[config.mk]
export PLATFORM = sky130hd
export DESIGN_NAME = tage_table_assoc
export DESIGN_NICKNAME = d
export VERILOG_FILES = /design/src/rtl/tage_table_assoc.sv
export SDC_FILE = /design/constraint.sdc
export NUM_CORES = 2
export LEC_CHECK = 0
export BUFFER_PORTS_ARGS = -buffer_cell sky130_fd_sc_hd__clkbuf_2
export CAP_MARGIN = 0
export CORE_AREA = 2 2 444 446
export DETAILED_ROUTE_END_ITERATION = 8
export DIE_AREA = 0 0 446 448
export HOLD_SLACK_MARGIN = 0.1
export PLACE_DENSITY = 0.63
export SLEW_MARGIN = 5
export SYNTH_ARGS = -nofsm -noshare
export SYNTH_HDL_FRONTEND = slang
export SYNTH_SLANG_ARGS = --single-unit
[constraint.sdc]
create_clock -name clk -period 5.83 [get_ports clk]
set_input_delay 0.583 -clock clk [delete_from_list [all_inputs] [get_ports clk]]
set_output_delay 0.583 -clock clk [all_outputs]
set_load 0.01 [all_outputs]
[src/rtl/tage_table_assoc.sv]
// Set-associative tagged TAGE component: registered lookup, single-cycle update/allocate,
// self-clearing init sweep and incremental useful-counter aging, one set per cycle.
module tage_table_assoc #(
    parameter int SETS     = 64,
    parameter int WAYS     = 2,
    parameter int TAG_SIZE = 8,
    parameter int CNT_SIZE = 3,
    parameter int USF_SIZE = 2,
    parameter int INTERVAL = 10,
    localparam int IDX_W   = $clog2(SETS),
    localparam int WAY_W   = (WAYS > 1) ? $clog2(WAYS) : 1
) (
    input  logic                clk,
    input  logic                rst_n,
    output logic                OUT_ready,
    input  logic                IN_readValid,
    input  logic [IDX_W-1:0]    IN_readAddr,
    input  logic [TAG_SIZE-1:0] IN_readTag,
    output logic                OUT_readValid,
    output logic                OUT_readHit,
    output logic [WAY_W-1:0]    OUT_readWay,
    output logic                OUT_readTaken,
    input  logic                IN_writeValid,
    input  logic [IDX_W-1:0]    IN_writeAddr,
    input  logic [WAY_W-1:0]    IN_writeWay,
    input  logic [TAG_SIZE-1:0] IN_writeTag,
    input  logic                IN_writeTaken,
    input  logic                IN_writeUpdate,
    input  logic                IN_writeNew,
    input  logic                IN_writeUseful,
    input  logic                IN_anyAlloc,
    output logic                OUT_writeAlloc,
    output logic [WAY_W-1:0]    OUT_writeAllocWay
);

    typedef enum logic [1:0] {INIT = 2'd0, IDLE = 2'd1, AGE = 2'd2} state_t;

    state_t               state_r;
    logic [IDX_W-1:0]     initPtr_r;
    logic [IDX_W-1:0]     agePtr_r;
    logic [INTERVAL-1:0]  decrCnt_r;

    logic                 entryValid_r  [SETS][WAYS];
    logic [TAG_SIZE-1:0]  entryTag_r    [SETS][WAYS];
    logic [USF_SIZE-1:0]  entryUseful_r [SETS][WAYS];
    logic [CNT_SIZE-1:0]  entryCnt_r    [SETS][WAYS];

    logic [WAYS-1:0]      matchVec_s;
    logic [WAYS-1:0]      freeVec_s;
    logic                 hit_s;
    logic [WAY_W-1:0]     hitWay_s;
    logic                 hitTaken_s;
    logic                 victimFound_s;
    logic [WAY_W-1:0]     victimWay_s;
    logic                 doUpdate_s;
    logic                 allocReq_s;
    logic                 decayAll_s;
    logic                 doAge_s;

    function automatic logic [CNT_SIZE-1:0] cntStep(input logic [CNT_SIZE-1:0] c, input logic up);
        logic [CNT_SIZE-1:0] r;
        if (up) r = (c == {CNT_SIZE{1'b1}}) ? c : c + CNT_SIZE'(1);
        else    r = (c == {CNT_SIZE{1'b0}}) ? c : c - CNT_SIZE'(1);
        return r;
    endfunction

    function automatic logic [USF_SIZE-1:0] usfStep(input logic [USF_SIZE-1:0] u, input logic up);
        logic [USF_SIZE-1:0] r;
        if (up) r = (u == {USF_SIZE{1'b1}}) ? u : u + USF_SIZE'(1);
        else    r = (u == {USF_SIZE{1'b0}}) ? u : u - USF_SIZE'(1);
        return r;
    endfunction

    // Tag match and victim search; the descending scan leaves the lowest matching way selected.
    always_comb begin
        matchVec_s  = {WAYS{1'b0}};
        freeVec_s   = {WAYS{1'b0}};
        hitWay_s    = {WAY_W{1'b0}};
        victimWay_s = {WAY_W{1'b0}};
        for (int w = WAYS - 1; w >= 0; w--) begin
            matchVec_s[w] = entryValid_r[IN_readAddr][w] && (entryTag_r[IN_readAddr][w] == IN_readTag);
            freeVec_s[w]  = !entryValid_r[IN_writeAddr][w] || (entryUseful_r[IN_writeAddr][w] == {USF_SIZE{1'b0}});
            hitWay_s      = matchVec_s[w] ? WAY_W'(w) : hitWay_s;
            victimWay_s   = freeVec_s[w] ? WAY_W'(w) : victimWay_s;
        end
        hit_s         = |matchVec_s;
        hitTaken_s    = hit_s & entryCnt_r[IN_readAddr][hitWay_s][CNT_SIZE-1];
        victimFound_s = |freeVec_s;
    end

    // Write-port decode; a write to the set being aged defers that set's aging by a cycle.
    always_comb begin
        doUpdate_s        = OUT_ready & IN_writeValid & IN_writeUpdate;
        allocReq_s        = OUT_ready & IN_writeValid & ~IN_writeUpdate & IN_writeNew;
        OUT_writeAlloc    = allocReq_s & victimFound_s;
        OUT_writeAllocWay = OUT_writeAlloc ? victimWay_s : {WAY_W{1'b0}};
        decayAll_s        = allocReq_s & ~victimFound_s & ~IN_anyAlloc;
        if (state_r == AGE) begin
            doAge_s = !((doUpdate_s | allocReq_s) && (IN_writeAddr == agePtr_r));
        end else begin
            doAge_s = 1'b0;
        end
    end

    // Entry storage: init clearing, update/allocate/decay writes, and per-set aging.
    always_ff @(posedge clk) begin
        if (state_r == INIT) begin
            for (int w = 0; w < WAYS; w++) begin
                entryValid_r[initPtr_r][w]  <= 1'b0;
                entryUseful_r[initPtr_r][w] <= {USF_SIZE{1'b0}};
                entryCnt_r[initPtr_r][w]    <= {CNT_SIZE{1'b0}};
            end
        end else begin
            if (doUpdate_s) begin
                entryCnt_r[IN_writeAddr][IN_writeWay]    <= cntStep(entryCnt_r[IN_writeAddr][IN_writeWay], IN_writeTaken);
                entryUseful_r[IN_writeAddr][IN_writeWay] <= usfStep(entryUseful_r[IN_writeAddr][IN_writeWay], IN_writeUseful);
            end else if (OUT_writeAlloc) begin
                entryValid_r[IN_writeAddr][victimWay_s]  <= 1'b1;
                entryTag_r[IN_writeAddr][victimWay_s]    <= IN_writeTag;
                entryUseful_r[IN_writeAddr][victimWay_s] <= {USF_SIZE{1'b0}};
                entryCnt_r[IN_writeAddr][victimWay_s]    <= IN_writeTaken ? {1'b1, {(CNT_SIZE-1){1'b0}}}
                                                                          : {1'b0, {(CNT_SIZE-1){1'b1}}};
            end else if (decayAll_s) begin
                for (int w = 0; w < WAYS; w++) begin
                    entryUseful_r[IN_writeAddr][w] <= usfStep(entryUseful_r[IN_writeAddr][w], 1'b0);
                end
            end
            if (doAge_s) begin
                for (int w = 0; w < WAYS; w++) begin
                    entryUseful_r[agePtr_r][w] <= usfStep(entryUseful_r[agePtr_r][w], 1'b0);
                end
            end
        end
    end

    // Control FSM (init sweep, idle interval, aging sweep) plus registered lookup outputs.
    always_ff @(posedge clk or negedge rst_n) begin
        if (!rst_n) begin
            state_r       <= INIT;
            initPtr_r     <= {IDX_W{1'b0}};
            agePtr_r      <= {IDX_W{1'b0}};
            decrCnt_r     <= {INTERVAL{1'b0}};
            OUT_ready     <= 1'b0;
            OUT_readValid <= 1'b0;
            OUT_readHit   <= 1'b0;
            OUT_readWay   <= {WAY_W{1'b0}};
            OUT_readTaken <= 1'b0;
        end else begin
            case (state_r)
                INIT: begin
                    initPtr_r <= initPtr_r + IDX_W'(1);
                    if (initPtr_r == {IDX_W{1'b1}}) begin
                        state_r   <= IDLE;
                        OUT_ready <= 1'b1;
                    end
                end
                IDLE: begin
                    decrCnt_r <= decrCnt_r + INTERVAL'(1);
                    if (decrCnt_r == {INTERVAL{1'b1}}) begin
                        state_r  <= AGE;
                        agePtr_r <= {IDX_W{1'b0}};
                    end
                end
                AGE: begin
                    if (doAge_s) begin
                        agePtr_r <= agePtr_r + IDX_W'(1);
                        if (agePtr_r == {IDX_W{1'b1}}) state_r <= IDLE;
                    end
                end
                default: begin
                    state_r   <= INIT;
                    initPtr_r <= {IDX_W{1'b0}};
                    OUT_ready <= 1'b0;
                end
            endcase
            OUT_readValid <= OUT_ready & IN_readValid;
            OUT_readHit   <= OUT_ready & IN_readValid & hit_s;
            OUT_readWay   <= (OUT_ready & IN_readValid & hit_s) ? hitWay_s : {WAY_W{1'b0}};
            OUT_readTaken <= OUT_ready & IN_readValid & hitTaken_s;
        end
    end

endmodule

---- Yosys cells after proc, flatten, opt, wreduce, memory -nomap -nowiden ----
Memories as Yosys holds them, arrays and structs flattened.
Cells that the tools add are included.
storage, ports and cells
  memories ................................ 4
  input bits .............................. 38
  memory bits (writable) .................. 1792
  output and inout bits ................... 7
  register bits ........................... 29
cells by class
  add/sub/neg operators ................... 11
  bitwise operators ....................... 33
  magnitude comparators ................... 5
  equal/unequal tests ..................... 14
  reductions and logical operators ........ 27
  muxes and demuxes ....................... 110
memories
  memory         words  bits a word  read ports  clocked after Yosys merged registers in  wr ports  line  source
  entryTag_r     64     16           1           0                                        1         44    logic [TAG_SIZE-1:0] entryTag_r [SETS][WAYS];
  entryCnt_r     64     6            2           0                                        1         46    logic [CNT_SIZE-1:0] entryCnt_r [SETS][WAYS];
  entryUseful_r  64     4            2           0                                        2         45    logic [USF_SIZE-1:0] entryUseful_r [SETS][WAYS];
  entryValid_r   64     2            2           0                                        1         43    logic entryValid_r [SETS][WAYS];
operators with widths
  cell                                               number
  two-way mux 2 bit                                  33
  two-way mux 6 bit                                  9
  two-way mux 3 bit                                  14
  two-way mux 1 bit                                  38
  case mux 6 bit (2 select lines)                    2
  equality test 8 bit                                2
  two-way mux 16 bit                                 1
  two-way mux 4 bit                                  4
  OR 1 bit                                           15
  adder 6 x 1 -> 6 bit (second input constant)       2
  equality test 6 bit (second input constant)        2
  logical NOT 2 bit                                  6
  bitwise AND 1 bit                                  11
  adder 10 x 1 -> 10 bit (second input constant)     1
  equality test 10 bit (second input constant)       1
  subtractor 2 x 1 -> 2 bit (second input constant)  5
  demux 8 bit (select 1 bit)                         1
  two-way mux 8 bit                                  1
  OR reduction 2 bit                                 4
  demux 3 bit (select 1 bit)                         2
  equality test 6 bit                                1
  >= comparator 2 bit (second input constant)        3
  NOT 1 -> 2 bit                                     3
  case mux 2 bit (3 select lines)                    1
  other kinds (23)                                   38

---- Logic depth before layout (Yosys ltp) ----
An unclocked memory read counts as a cell.
  depth after elaboration ................. 15
  mapped depth ............................ 23

---- Least setup slack after synthesis ----
No wires, ideal clock.
  kind .................................... input to register
  start ................................... in IN_writeAddr[2]
  end ..................................... mem entryCnt_r[0][0] (netlist bit) (data pin)
  arrival time ............................ 6.346 ns
  data required time ...................... 5.149 ns
  setup slack ............................. -1.196 ns
  cell stages on the path ................. 19
  library setup time ...................... 0.681 ns
  path through ............................ buf_4 -> buf_6 -> buf_6 -> buf_6 -> buf_4 -> buf_2 -> buf_2 -> buf_1 -> mux4_2 -> a221o_1 -> a22oi_1 -> nand3_1 -> o211ai_1 -> inv_1 -> ha_1 -> and2_1 -> xnor2_1 -> o21a_1 -> nor3_1
on the way
  cells in the longest elaborated chain, start to end .. 14
  elaborated cells between the ends (all ways) .. 44
  classes of those cells .................. add/sub (2); order compare (2); eq/ne (1); mux (18); bitwise (8); reduce/logical (10); memory (3)
RTL lines
  element                                                                                   line  source
  from (decl)                                                                               24    input logic [IDX_W-1:0] IN_writeAddr,
  memory (64 x 4 bit) or memory (64 x 2 bit) (tied branches)                                n/a
  logical NOT 2 bit or logical NOT 1 bit (tied branches)                                    82    freeVec_s[w] = !entryValid_r[IN_writeAddr][w] || (entryUseful_r[IN_writeAddr][w] == {USF_SIZE{1'b0}});
  logical OR 1 bit                                                                          82
  two-way mux 1 bit (2 in a row)                                                            84    victimWay_s = freeVec_s[w] ? WAY_W'(w) : victimWay_s;
  NOT 1 -> 2 bit                                                                            121   entryCnt_r[IN_writeAddr][victimWay_s] <= IN_writeTaken ? {1'b1, {(CNT_SIZE-1){1'b0}}}
  >= comparator 2 bit (not written as such) or < comparator 2 x 1 -> 1 bit (tied branches)  121
  logical AND 1 bit (not written as such)                                                   121
  two-way mux 3 bit                                                                         121
  demux 3 bit (select 1 bit)                                                                121
  two-way mux 6 bit                                                                         121
  OR 1 bit (no source line)                                                                 n/a
  OR reduction 6 bit (no source line)                                                       n/a
  two-way mux 6 bit (no source line) *                                                      n/a
  to (decl)                                                                                 46
Mark *: on every way between the ends. The rest lies on a longest branch, timed or not. The select of a mux whose other input is x is not followed.

---- Worst setup path after layout ----
  start ................................... in IN_writeAddr[2]
  end ..................................... out OUT_writeAlloc
on the way
  cells in the longest elaborated chain, start to end .. 5
  elaborated cells between the ends (all ways) .. 10
  classes of those cells .................. bitwise (1); reduce/logical (7); memory (2)
RTL lines
  element                                                     line  source
  memory (64 x 4 bit) or memory (64 x 2 bit) (tied branches)  n/a
  logical NOT 2 bit or logical NOT 1 bit (tied branches)      82
  logical OR 1 bit                                            82
  OR reduction 2 bit *                                        88    victimFound_s = |freeVec_s;
  bitwise AND 1 bit *                                         95    OUT_writeAlloc = allocReq_s & victimFound_s;
  to (decl)                                                   32    output logic OUT_writeAlloc,
Mark *: on every way between the ends. The rest lies on a longest branch, timed or not.

==> reports/metrics.yaml <==
clock_tree:
  cts_tree: "yes"
  post_cts_resized: 0
  root_buffer: "clkbuf_16"
  cts.sinks: 1821
  clockBufferDepth: 3
  cts_max_level: 4
  cts_made_buffers: 183
  cts_setup_buffers: 0
  worstSkewPairLatency_ps: 860
  clk_pin_slew_ps: 60
pwr:
  powerDensity_nw_per_um2: 300
  p_int_w: 0.0215
  power_frac_clock_pct: 42.6
  netSwitchingFraction_pct: 23.0
  p_seq_share_pct: 51.2
  power.switching_w: 0.00640
  combPwrFrac_pct: 6.2
  p_leak_nw: 28.2
  p_total_w: 0.0279
  ir_drop_mv: 0.327
sta:
  finalHoldViolCount: 0
  rsz0062_at_grt: "no"
  setup_viol: 0
  min_period_ps: 4540
  whs_ps: 213
  worst_pin_slew_ps: 1420
  slew_headroom_pct: 5.12
  skew_ps: 43.1
  maxSlewViolCount: 0
  fmaxAchievable_mhz: 220
  timing.final.crit_share_pct: 77.9
  setup_tns_ps: 0
global_routing:
  grt_busiest_layer: "met2"
  grt_use_total_pct: 26.0
  gr-usage-met2_pct: 39.4
  grt_overflow_total: 0
  antenna_found_initial: 10
  grt_first_pass_wirelength_um: 377000
  grt_pass1_vias: 52300
  use_met3_pct: 6.39
  grt_max_degree: 161
  grtUsageMet1_pct: 35.2
route:
  avgViaCountPerCell: 6.51
  num_vias: 54400
  ant_nets: 0
  drt_iter0_drc: 8697
  drtPass1Iterations: 7
  totalWireLength_um: 264000
  drc: 0
  avgRoutedWirePerCell_um: 31.6
die:
  ios: 45
  start_util_pct: 41.8
  coreArea_sq_um: 195000
  die_w_um: 446
  die-area_sq_um: 200000
  fp.dieH_um: 448
  rows: 162
worst_setup_path:
  cp_max_fo: 55
  ff2ff_path_depth: 12
  cp_cell_sequence: "buf_8, buf_12, buf_4, nor3_4, buf_4, a22o_1, o31ai_1, o211ai_1, nor3_1, buf_4, nor4b_4, buf_12, nor2_1, clkbuf_2"
  worstSetupPathType: "input port to output pin"
  start_kind: "input port"
  worst-endpoint-arrival_ps: 3960
  r2r-end: "entryUseful_r[1][1]$_DFFE_PP_"
  regToRegStartpoint: "entryValid_r[0][1]$_DFFE_PP_"
  cp.depth: 14
  slowest_stage: "nor3_1"
  cp_data_required_time_ps: 5250
  crit_family: "buffers and inverters"
  startpoint: "IN_writeAddr[2]"
  end_kind: "output pin"
  cpMostUsedCell: "buf_4"
  ff2ff_setup_slack_ps: 1370
  path_buf_inv: 7
  crit_end: "OUT_writeAlloc"
  slowest_delay_ps: 380
synth:
  synth-seq-cells: 1821
  syn_nets: 5429
  yosysTopAreaCell: "edfxtp_1"
  synth_most_common_cell: "edfxtp_1"
  ys_top_cells_by_count: "1792 x edfxtp_1, 497 x nor2_1, 353 x o21ai_0"
  yosysTopAreaCellShare_pct: 66.1
  avgSynthCellArea_sq_um: 15.1
  synth_edf_count: 1792
  yosys.cell_types.count: 93
  async_reset_ff_share_pct: 1.59
  yosys-top-cells-area: "edfxtp_1 66%, mux4_2 9.5%, mux2i_1 2.3%, nor2_1 2.3%, o21ai_0 2.2%"
  syn_area_sq_um: 81400
  yosysWarningCount: 0
  postSynthCellCount: 5381
  seq_area_frac_synth_pct: 67.0
  synth_ff_type: "edfxtp_1"
placement:
  portBuffers: 44
  place_inst: 8000
  hpwlAfterDp_um: 170000
  place_congestion: 0.975
flow_run:
  drv_cap: 0
min_path:
  min_from: "IN_writeTag[0]"
  holdCritPathClass: "input port to register"
layout:
  syn2layout_area_growth_pct: 14.3
  drive_above_1_share_pct: 21.2
  fin_cells: 8348
  nNetsFinal: 5693
status:
  status: "finished clean"
==> sequential cells by signal, summed over array words and instances, names as in the netlist, 2 cells and up <==
register / flops
agePtr_r: 6
decrCnt_r: 10
entryCnt_r: 384
entryTag_r: 1024
entryUseful_r: 256
entryValid_r: 128
initPtr_r: 6
state_r: 2
==> what timing repair did <==
action | 4_1_cts | 5_1_grt
hold buffers | 2 | 0
hold endpoints to repair | 33 | 0
endpoints found under the setup margin | 0 | 0
==> power groups by stage <==
| stage | clock network (W) | logic (W) | registers [W] |
|---|---|---|---|
| floorplan | 0 | 0.000923 | 0.0146 |
| global placement | 0 | 0.00167 | 0.0146 |
| detailed placement | 0 | 0.00168 | 0.0146 |
| CTS | 0.0120 | 0.00168 | 0.0143 |
| global route | 0.0125 | 0.00177 | 0.0143 |
| finish | 0.0119 | 0.00172 | 0.0143 |
==> layout make-up <==
cell class              count  area, sq um
well taps                2542         3180
fillers                 16500       102000
repair buffers            485         4110
inverters                  65          244
flip-flops and latches   1821        54500
clock buffers             218         4710
diodes                      4         10.0
clock inverters           124         1360
multi-input cells        3089        24800
==> per-stage QoR <==
stage	setup WS [ps]	utilization (%)	area, sq um
3_5_place_dp	695	44.6	86900
5_1_grt	1280	47.8	93000
3_3_place_gp	733	44.6	86900
2_1_floorplan	25.5	-	81400
4_1_cts	1380	47.8	93000
6_report	1290	47.8	93000
==> worst min path at each step <==
stage,end,slack (ps),depth (start not counted)
after CTS,entryTag_r[22][0]$_DFFE_PP_,170,1
final,entryTag_r[22][0]$_DFFE_PP_,210,1
after global routing,entryTag_r[22][0]$_DFFE_PP_,210,1
after detailed placement,decrCnt_r[9]$_DFFE_PN0P_,460,1
after global placement,decrCnt_r[9]$_DFFE_PN0P_,450,1
after floorplan,OUT_readHit$_DFF_PN0_,290,0
==> logic make-up (layout without fill, tap and decap cells) <==
group | after synthesis | in the layout | share of synthesized area [%]
other cells | 0 | 4 | 0
buf+inv | 471 | 892 | 2.71
simple gates | 1283 | 1283 | 7.24
xor+xnor | 46 | 46 | 0.495
mux | 586 | 586 | 12.6
compound gates | 1162 | 1162 | 9.78
fa+ha+maj | 12 | 12 | 0.178
flops | 1821 | 1821 | 67.0
==> worst register-to-register path: stages (launching register included) <==
cell and delay (ps):
edfxtp_1 360, mux2i_1 80, mux4_2 490, o31ai_1 320, o2111ai_1 230, or4_4 540
nor4b_4 330, buf_12 190, a31o_2 250, a21oi_1 70, buf_4 180, a22oi_1 730
o21ai_0 350
==> layer usage <==
metal	up-vias	routed length, um
li1	22200	-
met1	27400	99300
met2	3969	118000
met3	810	32100
met4	4	14400
met5	-	57
==> placed cells by master (no fill, tap or decap), types with 55 or more instances in the layout <==
cell type | netlist | routed
nand2_1 | 256 | 255
mux4_2 | 342 | 342
a221oi_1 | 61 | 61
a21oi_1 | 55 | 55
inv_1 | 62 | 61
o31ai_1 | 77 | 77
o21ai_0 | 353 | 353
a22oi_1 | 204 | 204
nand3_1 | 294 | 292
buf_4 | 49 | 407
nor2_1 | 497 | 484
o22ai_1 | 92 | 92
clkbuf_16 | 0 | 183
edfxtp_1 | 1792 | 1792
mux2i_1 | 190 | 190
Note: power is estimated with default switching activity, not from simulation.
